--- config.mk ---
export PLATFORM = sky130hd
export DESIGN_NAME = cmd_dispatcher
export DESIGN_NICKNAME = d
export VERILOG_FILES = /design/src/rtl/cmd_pkg.sv /design/src/rtl/cmd_fifo.sv /design/src/rtl/cmd_dispatcher.sv
export SDC_FILE = /design/constraint.sdc
export NUM_CORES = 1
export LEC_CHECK = 0
export BUFFER_PORTS_ARGS = -buffer_cell sky130_fd_sc_hd__buf_2
export CAP_MARGIN = 30
export CORE_MARGIN = 4
export CORE_UTILIZATION = 25
export DETAILED_ROUTE_END_ITERATION = 8
export GPL_TIMING_DRIVEN = 0
export HOLD_SLACK_MARGIN = 0.12
export PLACE_DENSITY = 0.46
export SYNTH_ARGS = -nofsm -noshare
export SYNTH_HDL_FRONTEND = slang
export SYNTH_SLANG_ARGS = --single-unit
--- constraint.sdc ---
create_clock -name clk -period 6 [get_ports clk]
set_input_delay 0 -clock clk [delete_from_list [all_inputs] [get_ports clk]]
set_output_delay 0 -clock clk [all_outputs]
set_load 0.02 [all_outputs]
--- src/rtl/cmd_pkg.sv ---
// -----------------------------------------------------------------------------
// cmd_pkg
// Shared definitions for the command dispatcher:
//   - state_e          : dispatcher FSM state encoding (ST_IDLE/ST_LOAD/ST_DROP)
//   - TGT_LSB/TGT_W    : position of the target engine index in the command byte
//   - bcast_bit()      : position of the broadcast flag (top bit of the command)
//   - engine_all_ready : true when every implemented engine is ready
// -----------------------------------------------------------------------------
package cmd_pkg;

    typedef enum logic [1:0] {
        ST_IDLE = 2'd0,
        ST_LOAD = 2'd1,
        ST_DROP = 2'd2
    } state_e;

    localparam int TGT_LSB     = 0;
    localparam int TGT_W       = 4;
    localparam int MAX_ENGINES = 16;

    // The broadcast flag is always the most significant command bit.
    function automatic int bcast_bit(input int cmd_w);
        return cmd_w - 1;
    endfunction

    // Lock-step broadcast pops only when every implemented engine is ready;
    // unimplemented lanes above num_engines are treated as ready.
    function automatic logic engine_all_ready(input logic [MAX_ENGINES-1:0] rtr,
                                              input int                   num_engines);
        logic [MAX_ENGINES-1:0] used;
        for (int i = 0; i < MAX_ENGINES; i++) begin
            used[i] = (i < num_engines);
        end
        return &(rtr | ~used);
    endfunction

endpackage

--- src/rtl/cmd_fifo.sv ---
// -----------------------------------------------------------------------------
// cmd_fifo
// Synchronous payload FIFO with a registered head word.
//   clk, rst  : clock, synchronous active-high reset (flushes the FIFO)
//   push      : write wr_data (ignored when full)
//   wr_data   : word to write
//   pop       : discard the head word (ignored when empty)
//   head      : registered head word; holds its last value when empty, 0 after reset
//   full      : DEPTH words stored
//   empty     : no words stored
// -----------------------------------------------------------------------------
module cmd_fifo #(
    parameter int DATA_W = 16,
    parameter int DEPTH  = 8
) (
    input  logic              clk,
    input  logic              rst,
    input  logic              push,
    input  logic [DATA_W-1:0] wr_data,
    input  logic              pop,
    output logic [DATA_W-1:0] head,
    output logic              full,
    output logic              empty
);
    localparam int AW = $clog2(DEPTH);

    logic [DATA_W-1:0] mem_q [DEPTH];
    logic [AW-1:0]     wr_ptr_q, wr_ptr_d;
    logic [AW-1:0]     rd_ptr_q, rd_ptr_d;
    logic [AW:0]       count_q, count_d;
    logic [DATA_W-1:0] head_q, head_d;
    logic              push_ok, pop_ok;

    assign full  = (count_q == (AW+1)'(DEPTH));
    assign empty = (count_q == '0);
    assign head  = head_q;

    always_comb begin
        // NOTE: every variable gets a default before any branch, so no path
        // leaves it unassigned and no latch is inferred.
        push_ok  = push && !full;
        pop_ok   = pop && !empty;
        wr_ptr_d = wr_ptr_q;
        rd_ptr_d = rd_ptr_q;
        count_d  = count_q;
        head_d   = head_q;

        if (push_ok) wr_ptr_d = wr_ptr_q + AW'(1);
        if (pop_ok)  rd_ptr_d = rd_ptr_q + AW'(1);

        case ({push_ok, pop_ok})
            2'b10:   count_d = count_q + (AW+1)'(1);
            2'b01:   count_d = count_q - (AW+1)'(1);
            default: count_d = count_q;
        endcase

        // The head register always mirrors the oldest stored word. After a pop
        // the next word is either already in memory or is the one being
        // written this cycle (single-entry push+pop, or push into empty).
        if (pop_ok) begin
            if (count_q > (AW+1)'(1)) begin
                head_d = mem_q[rd_ptr_d];
            end else if (push_ok) begin
                head_d = wr_data;
            end
        end else if (empty && push_ok) begin
            head_d = wr_data;
        end
    end

    // NOTE: sequential state is updated with non-blocking assignments only, so
    // every flop samples the pre-edge values regardless of block ordering.
    always_ff @(posedge clk) begin
        if (rst) begin
            wr_ptr_q <= '0;
            rd_ptr_q <= '0;
            count_q  <= '0;
            head_q   <= '0;
        end else begin
            wr_ptr_q <= wr_ptr_d;
            rd_ptr_q <= rd_ptr_d;
            count_q  <= count_d;
            head_q   <= head_d;
        end
    end

    // NOTE: the storage array is deliberately not reset; the pointers and
    // count define which entries are valid, and leaving it unreset lets it map
    // onto plain RAM.
    always_ff @(posedge clk) begin
        if (push_ok) mem_q[wr_ptr_q] <= wr_data;
    end

endmodule

--- src/rtl/cmd_dispatcher.sv ---
// -----------------------------------------------------------------------------
// cmd_dispatcher
// Accepts a command header plus N payload words from the I2C front end and
// forwards the payload to one engine (unicast) or all engines in lock-step
// (broadcast). Headers with an out-of-range unicast target are flagged and
// their payload is swallowed.
//   clk, rst        : clock, synchronous active-high reset
//   in_rts/in_rtr   : upstream handshake (beat transfers when both high)
//   in_cmd          : command byte, sampled on header beats only
//   in_data         : header: low CNT_W bits = payload count N; else payload word
//   engine_in_rtr   : per-engine ready
//   engine_out_rts  : per-engine word valid
//   bcast_out_data  : shared data bus (registered FIFO head)
//   busy            : command in progress or payload still draining
//   err_cmd         : one-cycle pulse after an invalid header
//   cmd_count       : completed LOAD commands (only with CMD_DISPATCH_CNT_EN)
// Optional feature macro: CMD_DISPATCH_CNT_EN
// -----------------------------------------------------------------------------
module cmd_dispatcher
    import cmd_pkg::*;
#(
    parameter int NUM_ENGINES = 5,
    parameter int DATA_W      = 16,
    parameter int CMD_W       = 8,
    parameter int FIFO_DEPTH  = 8,
    parameter int CNT_W       = 8
) (
    input  logic                   clk,
    input  logic                   rst,
    input  logic                   in_rts,
    output logic                   in_rtr,
    input  logic [CMD_W-1:0]       in_cmd,
    input  logic [DATA_W-1:0]      in_data,
    input  logic [NUM_ENGINES-1:0] engine_in_rtr,
    output logic [NUM_ENGINES-1:0] engine_out_rts,
    output logic [DATA_W-1:0]      bcast_out_data,
    output logic                   busy,
    output logic                   err_cmd
`ifdef CMD_DISPATCH_CNT_EN
    ,
    output logic [15:0]            cmd_count
`endif
);
    localparam int BCAST_BIT = bcast_bit(CMD_W);

    state_e           state_q, state_d;
    logic [CNT_W-1:0] n_q, n_d;
    logic [CNT_W-1:0] acc_q, acc_d;
    logic [CNT_W-1:0] pop_cnt_q, pop_cnt_d;
    logic             bcast_q, bcast_d;
    logic [TGT_W-1:0] tgt_q, tgt_d;
    logic             err_q, err_d;

    logic              fifo_push, fifo_pop, fifo_full, fifo_empty;
    logic [DATA_W-1:0] fifo_head;
    logic              in_fire, load_done;

    logic             hdr_bcast;
    logic [TGT_W-1:0] hdr_tgt;
    logic [CNT_W-1:0] hdr_n;
    logic             unused_bits;

    assign hdr_bcast   = in_cmd[BCAST_BIT];
    assign hdr_tgt     = in_cmd[TGT_LSB +: TGT_W];
    assign hdr_n       = in_data[CNT_W-1:0];
    assign unused_bits = ^{in_cmd, in_data};

    cmd_fifo #(
        .DATA_W (DATA_W),
        .DEPTH  (FIFO_DEPTH)
    ) u_fifo (
        .clk     (clk),
        .rst     (rst),
        .push    (fifo_push),
        .wr_data (in_data),
        .pop     (fifo_pop),
        .head    (fifo_head),
        .full    (fifo_full),
        .empty   (fifo_empty)
    );

    // Output side: the FIFO only holds words while a LOAD is active, so the
    // latched target/bcast always belong to the words in it.
    always_comb begin
        engine_out_rts = '0;
        for (int i = 0; i < NUM_ENGINES; i++) begin
            engine_out_rts[i] = !fifo_empty && (bcast_q || (int'(tgt_q) == i));
        end
        if (bcast_q) begin
            fifo_pop = !fifo_empty &&
                       engine_all_ready(MAX_ENGINES'(engine_in_rtr), NUM_ENGINES);
        end else begin
            fifo_pop = |(engine_out_rts & engine_in_rtr);
        end
    end

    always_comb begin
        state_d   = state_q;
        n_d       = n_q;
        acc_d     = acc_q;
        pop_cnt_d = pop_cnt_q;
        bcast_d   = bcast_q;
        tgt_d     = tgt_q;
        err_d     = 1'b0;
        fifo_push = 1'b0;
        load_done = 1'b0;

        case (state_q)
            ST_IDLE: in_rtr = fifo_empty;
            ST_LOAD: in_rtr = !fifo_full && (acc_q < n_q);
            ST_DROP: in_rtr = 1'b1;
            default: in_rtr = 1'b0;
        endcase
        if (rst) in_rtr = 1'b0;
        in_fire = in_rts && in_rtr;

        case (state_q)
            ST_IDLE: begin
                if (in_fire && (hdr_n != '0)) begin
                    n_d       = hdr_n;
                    acc_d     = '0;
                    pop_cnt_d = '0;
                    if (!hdr_bcast && (int'(hdr_tgt) >= NUM_ENGINES)) begin
                        err_d   = 1'b1;
                        state_d = ST_DROP;
                    end else begin
                        bcast_d = hdr_bcast;
                        tgt_d   = hdr_tgt;
                        state_d = ST_LOAD;
                    end
                end
            end
            ST_LOAD: begin
                fifo_push = in_fire;
                if (in_fire)  acc_d     = acc_q + CNT_W'(1);
                if (fifo_pop) pop_cnt_d = pop_cnt_q + CNT_W'(1);
                // Done only once every word is both accepted and delivered.
                if ((acc_d == n_q) && (pop_cnt_d == n_q)) begin
                    load_done = 1'b1;
                    state_d   = ST_IDLE;
                end
            end
            ST_DROP: begin
                if (in_fire) begin
                    acc_d = acc_q + CNT_W'(1);
                    if (acc_d == n_q) state_d = ST_IDLE;
                end
            end
            default: state_d = ST_IDLE;
        endcase
    end

    always_ff @(posedge clk) begin
        if (rst) begin
            state_q   <= ST_IDLE;
            n_q       <= '0;
            acc_q     <= '0;
            pop_cnt_q <= '0;
            bcast_q   <= 1'b0;
            tgt_q     <= '0;
            err_q     <= 1'b0;
        end else begin
            state_q   <= state_d;
            n_q       <= n_d;
            acc_q     <= acc_d;
            pop_cnt_q <= pop_cnt_d;
            bcast_q   <= bcast_d;
            tgt_q     <= tgt_d;
            err_q     <= err_d;
        end
    end

    assign bcast_out_data = fifo_head;
    assign err_cmd        = err_q;
    assign busy           = (state_q != ST_IDLE) || !fifo_empty;

`ifdef CMD_DISPATCH_CNT_EN
    logic [15:0] cnt_q, cnt_d;

    always_comb begin
        cnt_d = cnt_q;
        if (load_done) cnt_d = cnt_q + 16'd1;
    end

    always_ff @(posedge clk) begin
        if (rst) cnt_q <= '0;
        else     cnt_q <= cnt_d;
    end

    assign cmd_count = cnt_q;
`endif

endmodule

* Yosys cells after proc, flatten, opt, wreduce, memory -nomap -nowiden
Memories as Yosys holds them, arrays and structs flattened. Index checks and enable logic that the tools add are counted.
Cells by class: add/sub/neg operators 6, order comparisons 3, equality and inequality tests 17, multiplexer cells 26, bitwise gates (word level) 4, reduce and logical (&&, ||, !) cells 41
Operator list (number):
- $mux W16 | 4
- $mux W8 | 5
- $eq A8 B8 Y1 | 3
- $pmux W8 S3 | 1
- $add A8 B1 Y8 const B | 2
- $pmux W8 S2 | 1
- $logic_and A1 B1 Y1 | 14
- $mux W2 | 5
- $eq A4 B3 Y1 const B | 2
- $eq A4 B4 Y1 const B | 2
- $logic_not A4 Y1 | 2
- $lt A8 B8 Y1 | 1
- $ne A2 B2 Y1 const B | 4
- $pmux W4 S2 | 1
- $reduce_and A2 Y1 | 4
- $reduce_bool A2 Y1 | 4
- $reduce_bool A8 Y1 | 1
- $add A3 B1 Y3 const B | 2
- $logic_or A1 B1 Y1 | 6
- $mux W1 | 6
- $pmux W2 S3 | 1
- $and A5 B5 Y5 | 1
- $reduce_and A5 Y1 | 1
- $reduce_or A5 Y1 | 1
- 17 further kinds | 23
Word-level totals: register bits 58, RAM bits 128, bits of input ports 32, output and inout bits 24, memories kept 1
Memories:
- u_fifo.mem_q | words 8, bits a word 16, rd ports 1, clocked after memory_dff 0, write ports 1, line cmd_fifo.sv:27 | logic [DATA_W-1:0] mem_q [DEPTH];

* Longest topological paths before layout
Gate-level depths: netlist of run 1.
word-level depth 12, depth in mapped cells 14, depth with buffers taken out 13

* Modules after synthesis
From an unflattened synthesis of run 1, not the netlist that was laid out.
Second synthesis, totals: cells, all modules 854, area, all modules 10000.8 um^2
By module, submodules not included:
- cmd_fifo | times used 1, cells an instance 502, area an instance 7250.7 um^2, seq. area each 4364.2 um^2
- cmd_dispatcher | times used 1, cells an instance 352, area an instance 2750.1 um^2, seq. area each 640.6 um^2

* Worst setup path before layout of run 1
OpenSTA, ideal clock, no wires.
kind flip-flop to flip-flop, start point reg n_q[6], end point mem u_fifo.mem_q[0][0] (enable), arrival time 3952 ps, required time 5570 ps, setup slack 1618 ps, cell stages (with the launch flop) 11, period minus slack after synthesis 4382 ps, path through dfxtp_1 -> clkbuf_1 -> inv_1 -> ha_1 -> a2111oi_0 -> o21ai_0 -> or3_1 -> o22a_1 -> nor2_1 -> inv_1 -> nor4_1
On the way: longest elaborated chain between the ends 9
RTL lines:
- start, declared | line cmd_dispatcher.sv:47 | logic [CNT_W-1:0] n_q, n_d;
- start signal, assigned | line cmd_dispatcher.sv:164 | n_q <= n_d;
- $lt A8 B8 Y1 | line cmd_dispatcher.sv:110 | ST_LOAD: in_rtr = !fifo_full && (acc_q < n_q);
- $logic_and A1 B1 Y1 | line cmd_dispatcher.sv:110
- $pmux W1 S3 | line cmd_dispatcher.sv:108 | case (state_q)
- $mux W1 | line cmd_dispatcher.sv:114 | if (rst) in_rtr = 1'b0;
- $logic_and A1 B1 Y1 | line cmd_dispatcher.sv:115 | in_fire = in_rts && in_rtr;
- $mux W1 | line cmd_dispatcher.sv:117 | case (state_q)
- $logic_and A1 B1 Y1 | line cmd_fifo.sv:41 | push_ok = push && !full;
- $mux W1 | line cmd_fifo.sv:91 | if (push_ok) mem_q[wr_ptr_q] <= wr_data;
- $mux W1 (implied by the code) | line cmd_fifo.sv:91
- end, declared | line cmd_fifo.sv:27
No other way between the ends.

* Worst setup path after layout of run 1
start point reg n_q[6], end point mem u_fifo.mem_q[0][2] (enable)
The elaborated chain is that of the path after synthesis.

==> results of run 1 <==
-- synth_stat cells, drive strengths merged (5+ instances only) --
cell / number / area, µm²
edfxtp: 128 / 3844
dfxtp: 58 / 1161
nor2: 51 / 191.4
nand2: 47 / 176.4
a21oi: 36 / 183.9
mux4: 32 / 720.7
mux2i: 27 / 274.0
inv: 23 / 86.33
ha: 21 / 262.8
a22oi: 20 / 150.1
o21ai: 20 / 103.9
xnor2: 20 / 193.9
o31ai: 18 / 140.1
clkbuf: 16 / 60.06
buf: 12 / 72.56
xor2: 12 / 105.1
nand2b: 10 / 62.56
nand3b: 8 / 60.06
nand3: 7 / 35.03
nor3: 6 / 30.03
nor4: 6 / 37.54
or3: 6 / 37.54
and3: 5 / 31.28
nand4: 5 / 31.28
-- worst min-delay path, delay by kind of cell --
kind	cells	cell delay, ns
mux	1	0.11
buf+inv	1	0.22
simple gates	1	0.21
-- cells in the final DEF, fill, tap and decap left out, types with 4 or more instances in the layout --
| master | count |
|---|---|
| edfxtp_1 | 128 |
| buf_2 | 59 |
| dfxtp_1 | 58 |
| nor2_1 | 48 |
| nand2_1 | 47 |
| a21oi_1 | 35 |
| mux4_2 | 32 |
| mux2i_1 | 26 |
| inv_1 | 22 |
| ha_1 | 21 |
| dlygate4sd3_1 | 21 |
| a22oi_1 | 20 |
| o21ai_0 | 19 |
| xnor2_1 | 19 |
| o31ai_1 | 17 |
| clkbuf_16 | 17 |
| clkbuf_1 | 16 |
| xor2_1 | 12 |
| nand2b_1 | 10 |
| nand3b_1 | 8 |
| nand3_1 | 7 |
| buf_4 | 7 |
| or3_1 | 6 |
| buf_6 | 6 |
| and3_1 | 5 |
| nand4_1 | 5 |
| nor4_1 | 5 |
| clkinv_8 | 5 |
| a211oi_1 | 4 |
| nor2b_1 | 4 |
| nor3_2 | 4 |
| a21o_1 | 4 |
| inv_12 | 4 |
| inv_6 | 4 |
-- worst max-delay path by stage --
| stage | start | endpoint | slack, ns | cells after the start |
|---|---|---|---|---|
| 2_1_floorplan | n_q[6]$_SDFFE_PP0P_ | u_fifo.mem_q[0][0]$_DFFE_PP_ | 1.62 | 10 |
| 3_3_place_gp | n_q[6]$_SDFFE_PP0P_ | u_fifo.mem_q[0][1]$_DFFE_PP_ | -1.22 | 10 |
| 3_5_place_dp | n_q[6]$_SDFFE_PP0P_ | u_fifo.mem_q[0][0]$_DFFE_PP_ | 1.10 | 13 |
| 4_1_cts | n_q[6]$_SDFFE_PP0P_ | u_fifo.mem_q[0][2]$_DFFE_PP_ | 1.10 | 13 |
| 5_1_grt | n_q[6]$_SDFFE_PP0P_ | u_fifo.mem_q[0][2]$_DFFE_PP_ | 0.82 | 13 |
| 6_report | n_q[6]$_SDFFE_PP0P_ | u_fifo.mem_q[0][2]$_DFFE_PP_ | 1.17 | 13 |
-- per-stage QoR --
| stage | setup TNS, ns | setup slack [ns] | power [W] | hold slack, ns |
|---|---|---|---|---|
| 2_1_floorplan | 0 | 1.618 | 0.002340 | 0.09887 |
| 3_3_place_gp | -34.10 | -1.222 | 0.002677 | 0.2604 |
| 3_5_place_dp | 0 | 1.104 | 0.002683 | 0.2728 |
| 4_1_cts | 0 | 1.102 | 0.003893 | 0.1331 |
| 5_1_grt | 0 | 0.8159 | 0.004055 | 0.1998 |
| 6_report | 0 | 1.172 | 0.003838 | 0.1531 |
-- layer usage --
metal  track usage  up-vias  share of wire
met5             0        -              0
met4       0.02675        0         0.0083
met3       0.02453       15          0.039
met2        0.2049      116           0.47
met1        0.1791     2923           0.48
li1              -     2749              -
-- area by class of cell --
type                            count  area, µm²
Clock inverter                     15      203.9
Buffer                             28      132.6
Fill cell                        3460      23240
Timing Repair Buffer               86      641.9
Inverter                           23      86.33
Tap cell                          448      560.5
Multi-Input combinational cell    420       3408
Clock buffer                       17      425.4
Sequential cell                   186       5005
-- sequential cells by signal, summed over array words and instances (netlist names), 3 cells and up --
signal	flops
u_fifo.mem_q	128
u_fifo.head	16
acc_q	8
n_q	8
pop_cnt_q	8
tgt_q	4
u_fifo.count_q	4
u_fifo.rd_ptr_q	3
u_fifo.wr_ptr_q	3
-- power by group --
| part | switching (W) | leakage [nW] | internal [W] | total [W] |
|---|---|---|---|---|
| sequential | 0.0000635 | 1.62 | 0.00143 | 0.00150 |
| combinational | 0.000663 | 1.75 | 0.000488 | 0.00115 |
| clock | 0.000609 | 0.303 | 0.000582 | 0.00119 |
| total | 0.00133 | 3.67 | 0.00250 | 0.00384 |
-- cell families (layout without fill, tap and decap cells) --
kind of cell               Yosys count  count (layout)  share of synthesized area
AOI/OAI and AO/OA                  137             137                     0.1116
xor gates and xnor gates            32              32                    0.03478
adders and majority gates           21              21                    0.03056
buffers and inverters               51             169                    0.02546
DFF                                186             186                     0.5821
muxes                               60              60                     0.1170
and+or+nand+nor                    170             170                    0.09852
==> metrics.cfg, run 1 <==
[sta]
timing.fmax_mhz=207.1
grt_setup_unrepaired=false
setup_viol=0
final_hold_viol_count=0
fin_crit_sh=0.8046
maxSlewHeadroom=0.4225
worst_pin_slew_ns=0.8663
final_max_slew_viol_count=0
fin_skew_ns=0.02044
final.min_clock_period_ns=4.828

[cts]
clockBufferDepth=2
cts-root-buf=clkbuf_16
cts_resized=0
h-tree-depth=4
cts_sinks=186
numCtsBuffers=17
postCtsHoldBufs=21
post_cts_buffers=0
clk_pin_slew_worst_paths_ns=0.08
insertion_delay_ns=0.45
cts_tree=built

[detailed_routing]
wl_per_cell_um=19.20
drt_iter0_drc=281
avgViaCountPerCell=4.745
routed_wl_mm=23.49
first_pass_iters=6
drc=0
vias=5803
ant_nets=0

[worst_setup_path]
crit_arrival_ns=5.00
crit_path_end_kind=register
critPathLaunchType=register
timing.rr.end=u_fifo.mem_q[0][2]$_DFFE_PP_
worstSetupPathType=register to register
r2r-start=n_q[6]$_SDFFE_PP0P_
critPathBufInv=6
crit_path_frequent_cell=inv_1
r2r_cells=13
crit_required_ns=6.17
path_cells=clkbuf_1, inv_1, ha_1, a2111oi_0, o21ai_0, or3_1, o22a_1, nor2_1, inv_1, nor4_2, buf_6, buf_4, buf_2
max_stage_delay_ns=0.68
path_delay_family=simple AND/OR/NAND/NOR gates
critPathMaxFanout=8
cpMaxStageDelayCell=nor4_2
rrSetupSlack_ns=1.17

[layout]
final_cell_area_um2=10460
fin_util=0.3105
area_delta_synth_final_pct=21.70
drive_gt1_frac=0.2103
finalNonFillerCells=1223
nNetsFinal=815
n_antenna_cell=0

[power_and_ir_drop]
power_leakage_nw=3.672
power.density_nw_per_um2=366.8
peakVddDrop_v=0.0002068

[global_route]
antenna_found_initial=0
grt_overflow=0
grt_use_total=0.1270
grt_first_pass_wirelength_mm=37.03
grt_max_degree=23
grt_pass1_vias=5974

[floorplanning]
start_util=0.2551
io_pins=56
chipHeight_um=193.5
core.rowCount=67
dieArea_um2=37420
die_w_um=193.5
coreArea_um2=33700

[placed_design]
hpwlAfterDp_mm=16.62
placed_cells=1170
gp_congestion=0.8153
port_buffers=51
placed_area_um2=9624

[synthesis]
netlist_instances=657
yosysWarnings=0
synth_nets=710
synth_edf_count=128
synth-main-ff-cell=edfxtp_1
ys_types=72
ys_seq_elements=186
synth-seq-area-share=0.5821
async_reset_ff_frac=0
postSynthAreaPerCell_um2=13.09
post_synth_instance_area_um2=8598

[hold_path]
holdPathStages=3
min_to=state_q[1]$_SDFFE_PP0P_
min_from=rst
hold_path_class=input port to register

[status]
outcome=complete, no violations

[flow_run]
maxCapViolations=0

(Power assumes the default switching activity.)
==> run 2, diff against run 1 <==
--- a/config.mk
+++ b/config.mk
@@ -5,6 +5,7 @@
 export SDC_FILE = /design/constraint.sdc
 export NUM_CORES = 1
 export LEC_CHECK = 0
+export ABC_AREA = 1
 export BUFFER_PORTS_ARGS = -buffer_cell sky130_fd_sc_hd__buf_2
 export CAP_MARGIN = 30
 export CORE_MARGIN = 4
==> constraint.sdc (replaced) <==
create_clock -name clk -period 4.9 [get_ports clk]
set_input_delay 0 -clock clk [delete_from_list [all_inputs] [get_ports clk]]
set_output_delay 0 -clock clk [all_outputs]
set_load 0.02 [all_outputs]
==> metrics.cfg, run 2 <==
[global_route]
antenna_found_initial=0
grt_use_total=0.1370
grt_max_degree=18
grt_first_pass_wirelength_mm=40.93
grt_pass1_vias=6942
grt_overflow=0

[layout]
n_antenna_cell=0
multiInputGateArea_um2=3338
regMostFlops=u_fifo.mem_q
final_common_cell=nand2_1
fin_util=0.3020
nNetsFinal=1103
final_cell_area_um2=10720
drive_gt1_frac=0.1430
final_cell_mix=133 x nand2_1, 128 x edfxtp_1, 100 x inv_1
register_area_um2=5005
fillers=3711
largest_reg_flops=128
area_delta_synth_final_pct=19.56

[detailed_routing]
wl_met3_mm=1.042
ant_nets=0
wl_met2_mm=12.85
wl_per_cell_um=17.43
routed.top_layer=met4
first_pass_iters=5
avgViaCountPerCell=4.610
drt-met1-wl_mm=12.34
routed_wl_mm=26.56
drc=0
vias=7025
drt_iter0_drc=438

[sta]
maxSlewHeadroom=0.3937
final_hold_viol_count=0
setup_viol=0
fin_crit_sh=0.6957
worst_pin_slew_ns=0.9046
final_max_slew_viol_count=0
final.min_clock_period_ns=3.409
grt_setup_unrepaired=false
fin_skew_ns=0.01514
timing.fmax_mhz=293.4

[synthesis]
synth_nets=1000
synth_commonest_cells=133 x nand2_1, 128 x edfxtp_1, 100 x inv_1
post_synth_instance_area_um2=8964
ys_types=43
yosysTopAreaCellShare=0.4288
postSynthAreaPerCell_um2=9.465
synth.area.top_cells=edfxtp_1 43%, dfxtp_1 13%, nand2_1 5.6%
synth-main-ff-cell=edfxtp_1
netlist_instances=947
synth_most_common_cell=nand2_1
synth_edf_count=128
async_reset_ff_frac=0
synth-seq-area-share=0.5583
yosysWarnings=0
yosys.area.top_type=edfxtp_1
ys_seq_elements=186

[cts]
clockBufferDepth=2
post_cts_buffers=0
insertion_delay_ns=0.44
h-tree-depth=4
cts_sinks=186
clk_pin_slew_worst_paths_ns=0.07
cts_tree=built
numCtsBuffers=17
cts-root-buf=clkbuf_16

[flow_run]
maxCapViolations=0

[status]
outcome=complete, no violations

[floorplanning]
start_util=0.2526
coreArea_um2=35480
chipHeight_um=197.4
dieArea_um2=38950
die_w_um=197.4
io_pins=56
core.rowCount=69

[placed_design]
port_buffers=50
placed_area_um2=9958
hpwlAfterDp_mm=18.71
gp_congestion=0.8500

[power_and_ir_drop]
power.density_nw_per_um2=626.8
power_leakage_nw=4.133
peakVddDrop_v=0.0003166
p_total_w=0.006717

[worst_setup_path]
crit_path_end_kind=register
rrSetupSlack_ns=1.49
critPathMaxFanout=10
worstSetupPathType=register to register
crit_arrival_ns=3.56
critPathLaunchType=register
crit_required_ns=5.05

[hold_path]
hold_path_class=input port to register

run 2: cell count changes after synthesis, moves of 29 or more:
cell	previous run	this run
o21bai_1	1	30
nand3_1	7	97
nand2_1	47	133
a21oi_1	35	76
o21ai_1	0	71
o21ai_0	19	65
inv_1	22	100
mux4_2	32	0
run 2: per-layer routing:
metal,track usage,up-vias
met5,0,-
met1,0.1847,3338
met2,0.2321,148
li1,-,3518
met3,0.02115,21
met4,0.03313,0
run 2: critical path: stages (launching register included):
cell and delay, ns:
dfxtp_1 0.41, inv_1 0.13, ha_1 0.33, a21oi_1 0.14, nand2_1 0.10, nand2_1 0.06, nand4_1 0.14, nand2_4 0.20
nand3_4 0.10, inv_1 0.08, nand3_2 0.12, inv_1 0.17, nand2_1 0.19, nor3_2 0.71, buf_8 0.24
run 2: per-stage QoR:
step / hold slack (ns) / cells / setup slack [ns] / TNS [ns]
3_5_place_dp: 0.2755 / 1469 / 1.401 / 0
2_1_floorplan: 0.09887 / 947 / 1.558 / 0
6_report: 0.1973 / 1524 / 1.491 / 0
3_3_place_gp: 0.2773 / 1458 / -0.08944 / -2.425
4_1_cts: 0.1918 / 1524 / 1.409 / 0
5_1_grt: 0.2394 / 1524 / 1.202 / 0
run 2: logic make-up after synthesis:
family                   synth area share
flip-flops                         0.5583
AND/OR/NAND/NOR                    0.1636
XOR/XNOR                          0.01480
AO/OA/AOI/OAI                      0.1602
adder cells (fa/ha/maj)           0.02931
buffers and inverters             0.07370
run 2: final timing paths:
kind         depth (start not counted)                            start                               to
min reg2reg                          2  u_fifo.wr_ptr_q[0]$_SDFFE_PP0P_  u_fifo.wr_ptr_q[0]$_SDFFE_PP0P_
max reg2reg                         14              n_q[3]$_SDFFE_PP0P_    u_fifo.mem_q[2][15]$_DFFE_PP_
max                                 14              n_q[3]$_SDFFE_PP0P_    u_fifo.mem_q[2][15]$_DFFE_PP_
min                                  2                              rst            acc_q[7]$_SDFFE_PP0P_
run 2: area by class of cell:
type / instances / area share
plain buffers: 41 / 0.02347
clock buffers: 21 / 0.04110
clock inverters: 11 / 0.008173
inverters: 109 / 0.03818
multi-input cells: 611 / 0.3115
flip-flops and latches: 186 / 0.4670
well taps: 461 / 0.05382
repair buffers: 84 / 0.05674
run 2: what timing repair did:
action / in CTS / in global routing
hold buffers: 23 / 0
endpoints found under the hold margin: 160 / 0
endpoints found under the setup margin: 0 / 0
gates resized for setup: 0 / 0
run 2: report_power, final:
group	total [W]	internal [W]	leakage [nW]	switching, W
clock network	0.00129	0.000660	0.253	0.000634
logic	0.00345	0.00110	2.26	0.00235
registers	0.00197	0.00183	1.62	0.000139
total	0.00672	0.00359	4.13	0.00313
==> run 3, diff against run 2 <==
--- a/config.mk
+++ b/config.mk
@@ -13,7 +13,7 @@
 export DETAILED_ROUTE_END_ITERATION = 8
 export GPL_TIMING_DRIVEN = 0
 export HOLD_SLACK_MARGIN = 0.12
-export PLACE_DENSITY = 0.46
+export PLACE_DENSITY = 0.47
 export SYNTH_ARGS = -nofsm -noshare
 export SYNTH_HDL_FRONTEND = slang
 export SYNTH_SLANG_ARGS = --single-unit
==> constraint.sdc (replaced) <==
create_clock -name clk -period 2.91 [get_ports clk]
set_input_delay 0 -clock clk [delete_from_list [all_inputs] [get_ports clk]]
set_output_delay 0 -clock clk [all_outputs]
set_load 0.02 [all_outputs]
==> metrics.cfg, run 3 (synthesis gave the netlist of run 2 again) <==
[global_route]
grt_overflow=0
grt_pass1_vias=6943
grt_max_degree=18
grt_first_pass_wirelength_mm=40.85
grt_use_total=0.1359
antenna_found_initial=0

[power_and_ir_drop]
power.switching_w=0.005292
peakVddDrop_v=0.0005233
comb_power_share=0.520
power_leakage_nw=4.303
power.density_nw_per_um2=1040
p_int_w=0.006214
p_total_w=0.01151
switching_share=0.4599
power_frac_clock=0.191
seq_power_share=0.289

[sta]
worst_pin_slew_ns=0.7938
setup_viol=0
final.min_clock_period_ns=2.761
timing.fmax_mhz=362.2
maxSlewHeadroom=0.4673
fin_crit_sh=0.9487
fin_ws_ns=0.1493
fin_tns_setup_ns=0
final_hold_viol_count=0
fin_skew_ns=0.01645
final_max_slew_viol_count=0

[placed_design]
port_buffers=50
gp_congestion=0.8456
hpwlAfterDp_mm=18.37
placed_cells=1464
pre_cts_ws_ns=-0.6580

[detailed_routing]
avgViaCountPerCell=4.601
drc=0
routed_wl_mm=26.48
first_pass_iters=5
vias=7100
wl_per_cell_um=17.16
ant_nets=0
drt_iter0_drc=472

[layout]
final_cell_mix=132 x nand2_1, 128 x edfxtp_1, 97 x nand3_1
nNetsFinal=1122
n_antenna_cell=0
final_common_cell=nand2_1
area_delta_synth_final_pct=23.45
regMostFlops=u_fifo.mem_q
fillers=3695
largest_reg_flops=128
finalNonFillerCells=1543
drive_gt1_frac=0.1793

[flow_run]
maxCapViolations=0

[floorplanning]
dieArea_um2=38950
chipHeight_um=197.4
io_pins=56
core.rowCount=69
die_w_um=197.4
coreArea_um2=35480
start_util=0.2526

[cts]
cts_sinks=186
clk_pin_slew_worst_paths_ns=0.07
cts-root-buf=clkbuf_16
cts_tree=built
clockBufferDepth=2
insertion_delay_ns=0.44
h-tree-depth=4
numCtsBuffers=17

[status]
outcome=complete, no violations

[worst_setup_path]
r2r-start=n_q[1]$_SDFFE_PP0P_
critPathMaxFanout=6
crit_required_ns=3.06
worstSetupStartpoint=n_q[1]$_SDFFE_PP0P_
critPathLaunchType=register
crit_arrival_ns=2.91
crit_path_end_kind=register
worstSetupPathType=register to register

[hold_path]
hold_path_class=input port to register
min_from=rst

[run 3: power by group through the flow]
stage | registers, W | logic, W | clock network, W
after global routing | 0.00336 | 0.00676 | 0.00237
after detailed placement | 0.00338 | 0.00576 | 0
after global placement | 0.00338 | 0.00574 | 0
after floorplan | 0.00344 | 0.00386 | 0
final | 0.00333 | 0.00599 | 0.00219
after CTS | 0.00333 | 0.00586 | 0.00224
[run 3: path summary, 6_finish.rpt]
| kind | endpoint | slack (ns) | cells past startpoint |
|---|---|---|---|
| hold / removal | acc_q[7]$_SDFFE_PP0P_ | 0.16 | 2 |
| setup / recovery | u_fifo.mem_q[0][6]$_DFFE_PP_ | 0.15 | 16 |
| setup reg to reg | u_fifo.mem_q[0][6]$_DFFE_PP_ | 0.15 | 16 |
| hold reg to reg | tgt_q[2]$_SDFFE_PP0P_ | 0.49 | 2 |
[run 3: cell type report]
cell class / count / area (µm²) / share of cell area
Tap cell: 461 / 576.8 / 0.05213
Sequential cell: 186 / 5009 / 0.4526
Multi-Input combinational cell: 611 / 3460 / 0.3126
Clock inverter: 14 / 111.4 / 0.01006
Clock buffer: 18 / 429.2 / 0.03878
Buffer: 40 / 266.5 / 0.02408
Inverter: 109 / 414.1 / 0.03743
Timing Repair Buffer: 104 / 799.5 / 0.07225
[run 3: critical path, cell delays in order, from the launching register on]
cell and delay, ns:
dfxtp_2 0.37, inv_1 0.11, ha_1 0.30, nand2_1 0.07, nand2_1 0.06, nand2_1 0.05, nand2_1 0.07, nand2_1 0.07
nand4_1 0.17, nand2_4 0.15, nand3_4 0.08, inv_1 0.11, nand3_4 0.11, inv_2 0.14, nand2_4 0.12, nor3_4 0.29
buf_4 0.20
[run 3: repair_timing]
action | 4_1_cts | 5_1_grt
gates cloned | 0 | 1
hold endpoints to repair | 159 | 0
setup buffers | 12 | 14
hold buffers | 21 | 0
pin swaps | 9 | 7
endpoints found under the setup margin | 145 | 172
resized for setup | 12 | 36
[run 3: per-layer routing]
layer  track usage  wire length (µm)
met5             0                 0
met4       0.02773               317
met3       0.02388              1232
met2        0.2292             12740
met1        0.1845             12200
[run 3: stage by stage]
step / area (µm²) / hold slack [ns] / utilization
after floorplan: 8984 / 0.09887 / -
after global placement: 9811 / 0.2782 / 0.2765
after detailed placement: 9947 / 0.2729 / 0.2803
after CTS: 10860 / 0.1381 / 0.3061
after global routing: 11070 / 0.1722 / 0.3119
final: 11070 / 0.1585 / 0.3119
